$ cat src/rtl/instruction_encoder.sv
// Packs decoded instruction fields into 32-bit words and streams them out through a small FIFO.
// Optional even-parity bit 26 is generated when INSTR_ENC_PARITY_EN is defined.
module instruction_encoder #(
  parameter int DEPTH = 4,
  parameter int CNT_W = 16,
  localparam int AW = $clog2(DEPTH)
) (
  input  logic             clk,
  input  logic             rst,
  input  logic             in_valid,
  output logic             in_ready,
  input  logic [2:0]       in_op,
  input  logic             in_alu_src,
  input  logic [3:0]       in_reg1,
  input  logic [3:0]       in_reg2,
  input  logic [3:0]       in_reg_dest,
  input  logic [11:0]      in_imm,
  output logic             out_valid,
  input  logic             out_ready,
  output logic [31:0]      out_instr,
  output logic             illegal,
  output logic [CNT_W-1:0] count,
  output logic [AW:0]      fifo_level
);

  localparam logic [2:0] OP_NOP  = 3'd0;
  localparam logic [2:0] OP_LAST = 3'd4;

  logic [31:0]      mem_q [DEPTH];
  logic [AW:0]      wr_ptr_q, wr_ptr_d;
  logic [AW:0]      rd_ptr_q, rd_ptr_d;
  logic [CNT_W-1:0] count_q, count_d;
  logic             illegal_q, illegal_d;
  logic [31:0]      word_d;
  logic             full, empty, accept, push, pop, legal;

  assign full  = (wr_ptr_q[AW] != rd_ptr_q[AW]) && (wr_ptr_q[AW-1:0] == rd_ptr_q[AW-1:0]);
  assign empty = (wr_ptr_q == rd_ptr_q);
  assign legal = (in_op <= OP_LAST);

  assign in_ready = !full && !rst;
  assign accept   = in_valid && in_ready;
  assign push     = accept && legal;
  assign pop      = !empty && out_ready;

  always_comb begin
    word_d = 32'h0;
    if (in_op != OP_NOP) begin
      word_d[31:28] = {1'b0, in_op};
      word_d[27]    = in_alu_src;
      word_d[23:20] = in_reg_dest;
      word_d[19:16] = in_reg1;
      // Immediate form drops reg2; register form drops the immediate.
      word_d[15:12] = in_alu_src ? 4'h0 : in_reg2;
      word_d[11:0]  = in_alu_src ? in_imm : 12'h000;
`ifdef INSTR_ENC_PARITY_EN
      // Bit 26 is still zero here, so the reduction covers only the other bits.
      word_d[26]    = ^word_d;
`endif
    end
  end

  always_comb begin
    wr_ptr_d  = wr_ptr_q;
    rd_ptr_d  = rd_ptr_q;
    count_d   = count_q;
    illegal_d = accept && !legal;
    if (push) wr_ptr_d = wr_ptr_q + 1'b1;
    if (pop) begin
      rd_ptr_d = rd_ptr_q + 1'b1;
      count_d  = count_q + CNT_W'(1);
    end
  end

  always_ff @(posedge clk) begin
    if (rst) begin
      wr_ptr_q  <= '0;
      rd_ptr_q  <= '0;
      count_q   <= '0;
      illegal_q <= 1'b0;
    end else begin
      wr_ptr_q  <= wr_ptr_d;
      rd_ptr_q  <= rd_ptr_d;
      count_q   <= count_d;
      illegal_q <= illegal_d;
    end
  end

  // Storage needs no reset: empty pointers mask stale entries.
  always_ff @(posedge clk) begin
    if (push) mem_q[wr_ptr_q[AW-1:0]] <= word_d;
  end

  assign out_valid  = !empty;
  assign out_instr  = empty ? 32'h0 : mem_q[rd_ptr_q[AW-1:0]];
  assign illegal    = illegal_q;
  assign count      = count_q;
  assign fifo_level = wr_ptr_q - rd_ptr_q;

endmodule

$ cat config.mk
export PLATFORM = sky130hd
export DESIGN_NAME = instruction_encoder
export DESIGN_NICKNAME = d
export VERILOG_FILES = /design/src/rtl/instruction_encoder.sv
export SDC_FILE = /design/constraint.sdc
export NUM_CORES = 1
export LEC_CHECK = 0
export ABC_AREA = 1
export BUFFER_PORTS_ARGS = -buffer_cell sky130_fd_sc_hd__clkbuf_2
export CAP_MARGIN = 25
export CORE_ASPECT_RATIO = 1.4
export CORE_UTILIZATION = 61
export CTS_CLUSTER_DIAMETER = 150
export DETAILED_ROUTE_END_ITERATION = 10
export GPL_TIMING_DRIVEN = 1
export PLACE_DENSITY = 0.84
export SETUP_SLACK_MARGIN = 0.15
export SLEW_MARGIN = 0
export SYNTH_ARGS = -nofsm -noshare
export SYNTH_HDL_FRONTEND = slang
export SYNTH_SLANG_ARGS = --single-unit
$ cat constraint.sdc
create_clock -name clk -period 5.65 [get_ports clk]
set_input_delay 0.2825 -clock clk [delete_from_list [all_inputs] [get_ports clk]]
set_output_delay 0.2825 -clock clk [all_outputs]
set_load 0.01 [all_outputs]
==> impl_metrics.csv <==
group,metric,value,unit
finish,drive_gt1_frac,0.207,
drt,wirelength,13.5,mm
timing,tns,0,ns
critical_path,cp_cell_sequence,"inv_2 -> o21ai_0 -> a21oi_1 -> clkbuf_2",
timing,period_minus_slack,3.14,ns
drt,drtAntennaViolNets,0,
power_and_ir_drop,pwr-share-clk,0.440,
yosys,synth_top_area_frac,0.563,
finish,final_cell_mix,"169 x nor2_1, 112 x edfxtp_1, 81 x clkbuf_2",
power_and_ir_drop,pwr-share-comb,0.161,
worst_hold_path,min-delay-path-class,"in -> reg",
clocking,clk_pin_slew,0.06,ns
timing,tightestPinTransition,1.05,ns
floorplanning,initial_utilization,0.631,
critical_path,slowest_delay,1.02,ns
power_and_ir_drop,total_power,2.89,mW
yosys,netlist-cell-type-count,33,
power_and_ir_drop,cellPowerDensity,407,mW/mm^2
global_routing,antenna_found_initial,0,
critical_path,r2r_slack,3.12,ns
yosys,seq_area_frac_synth,0.647,
drt,wl_per_cell,17.1,um
yosys,ys_warn_count,0,
global_routing,grt_pass1_wl,20.7,mm
floorplanning,core,0.00946,sq mm
critical_path,timing.rr.start,"wr_ptr_q[0]",
floorplanning,rows,42,
finish,seq_area,0.00386,sq mm
critical_path,path_class,"reg -> out",
flow_run,drv_cap,0,
outcome,status,"complete, no violations",
drt,first_iter_violations,396,
critical_path,crit_family,"flip-flops",
yosys,yosys-top-cells-area,"edfxtp_1 56%, nor2_1 11%, dfxtp_1 8.4%",
critical_path,cp-start-kind,"flop",
power_and_ir_drop,p_leak,2.83,nW
critical_path,crit_fanout,57,
yosys,yosysTopAreaCell,"edfxtp_1",
clocking,clk_latency,0.42,ns
drt,routed_via_density,5.73,
critical_path,crit_required,5.37,ns
global_routing,grt_pass1_vias,4289,
global_routing,gr-total-overflow,0,
yosys,yosys_register_bits,137,
finish,diodes,0,
clocking,cts.sinks,137,
drt,drcViolationCount,0,
timing,rsz0062_at_grt,"no",
place,dp_hpwl,7.77,mm
critical_path,cp-end-kind,"primary output",
critical_path,r2r-end,"mem_q[1][0]",
timing,finalClockSkew,0.00830,ns
place,place.port_buffers,81,
timing,max_freq,0.318,GHz
clocking,postCtsSetupRepairBufs,0,
worst_hold_path,min_to,"count[4]",
timing,finalSetupViolCount,0,
power_and_ir_drop,vdd_drop_max,0.237,mV
power_and_ir_drop,switching_share,0.260,
global_routing,groute.usage.overall,0.275,
drt,vias,4535,
finish,final_common_cell,"nor2_1",
finish,area_growth,19.1,%
place,gp_congestion,0.823,
clocking,clock-root-buffer,"clkbuf_16",
clocking,cts_tree,"built",
clocking,cts_htree_levels,4,
timing,hold_viol,0,
critical_path,crit_arrival,2.86,ns
yosys,syn_avg_cell_area,10.1,sq um
worst_hold_path,hp-start,"rst",
timing,slew_headroom,0.297,
timing,maxSlewViolCount,0,
finish,multi_input_area,0.00183,sq mm
yosys,syn-cell-area,0.00597,sq mm
global_routing,grt_max_degree,58,
clocking,clockBufferDepth,2,
floorplanning,die-area,0.0102,sq mm
power_and_ir_drop,power_frac_seq,0.399,
floorplanning,die_w,85.6,um
clocking,cts_buffers,17,
worst_hold_path,holdPathStages,2,
finish,finish.net_count,709,
yosys,synth_cells,591,
critical_path,r2r_cells,8,
critical_path,path_buf_inv,2,
power_and_ir_drop,internal-power,2.14,mW
timing,timing.final.crit_share,0.556,
finish,fill_cells,608,
clocking,cts_hold_buf,0,
floorplanning,num_io_pins,86,
power_and_ir_drop,switching_power,753,uW
critical_path,cpMaxStageDelayCell,"dfxtp_2",
drt,drtPass1Iterations,5,
floorplanning,die_h,119,um
clocking,post_cts_resized,0,
==> through the flow <==
| step | instances | cell area (sq um) | hold slack, ns | util | worst slack (ns) |
|---|---|---|---|---|---|
| 2_1_floorplan | 594 | 5980 | 0.352 | - | 2.90 |
| 3_3_place_gp | 758 | 6420 | 0.484 | 0.678 | 3.19 |
| 3_5_place_dp | 758 | 6420 | 0.497 | 0.678 | 3.08 |
| 4_1_cts | 790 | 7100 | 0.0856 | 0.751 | 2.61 |
| 5_1_grt | 791 | 7110 | 0.0949 | 0.752 | 2.42 |
| 6_report | 791 | 7110 | 0.105 | 0.752 | 2.51 |
==> power by group through the flow <==
| stage | Clock (mW) | Sequential, mW | Combinational, mW |
|---|---|---|---|
| finish | 1.27 | 1.16 | 0.467 |
| global route | 1.32 | 1.16 | 0.509 |
| CTS | 1.28 | 1.15 | 0.462 |
| detailed placement | 0 | 1.17 | 0.450 |
| global placement | 0 | 1.17 | 0.439 |
| floorplan | 0 | 1.15 | 0.320 |
==> how the worst max path moves through the flow <==
stage / to / slack, ns / cells past startpoint
after floorplan: mem_q[0][0] / 2.90 / 7
after global placement: out_instr[7] / 3.19 / 4
after detailed placement: out_instr[3] / 3.08 / 4
after CTS: out_instr[19] / 2.61 / 4
after global routing: out_instr[19] / 2.42 / 4
final: out_instr[19] / 2.51 / 4
==> logic make-up (layout without fill, tap and decap cells) <==
group | Yosys count | in the layout | share of synthesized area
AND/OR/NAND/NOR | 264 | 264 | 0.184
flip-flops | 137 | 137 | 0.647
AO/OA/AOI/OAI | 104 | 104 | 0.0903
buffers and inverters | 72 | 159 | 0.0524
adder cells (fa/ha/maj) | 9 | 9 | 0.0201
XOR/XNOR | 4 | 4 | 0.00587
other | 1 | 4 | 0.000628
==> flip-flops by register name, summed over array words and instances (netlist names), named ones only <==
signal    flops
count        16
illegal       1
mem_q       112
rd_ptr_q      3
wr_ptr_q      3
==> per-layer routing <==
layer | up-vias | share of wire | track usage
li1 | 2121 | - | -
met1 | 2141 | 0.37 | 0.297
met2 | 245 | 0.54 | 0.493
met3 | 28 | 0.069 | 0.0832
met4 | 0 | 0.018 | 0.113
met5 | - | 0 | 0
==> area by class of cell <==
class / count / share of cell area
clock buffer: 19 / 0.0609
timing repair buffer: 86 / 0.0633
multi-input combinational: 385 / 0.257
clock inverter: 13 / 0.0350
sequential: 137 / 0.543
inverter: 41 / 0.0216
tap: 110 / 0.0193
==> cell usage after synthesis, drive strengths merged <==
cell type	n
nor2	179
edfxtp	112
nand2	68
o21ai	65
inv	41
a21oi	37
dfxtp	25
buf	21
nand3	11
clkbuf	10
ha	8
nand4	3
nor3	2
xnor2	2
xor2	2
a31oi	1
conb	1
fa	1
nand3b	1
o21bai	1
(Power assumes the default switching activity.)
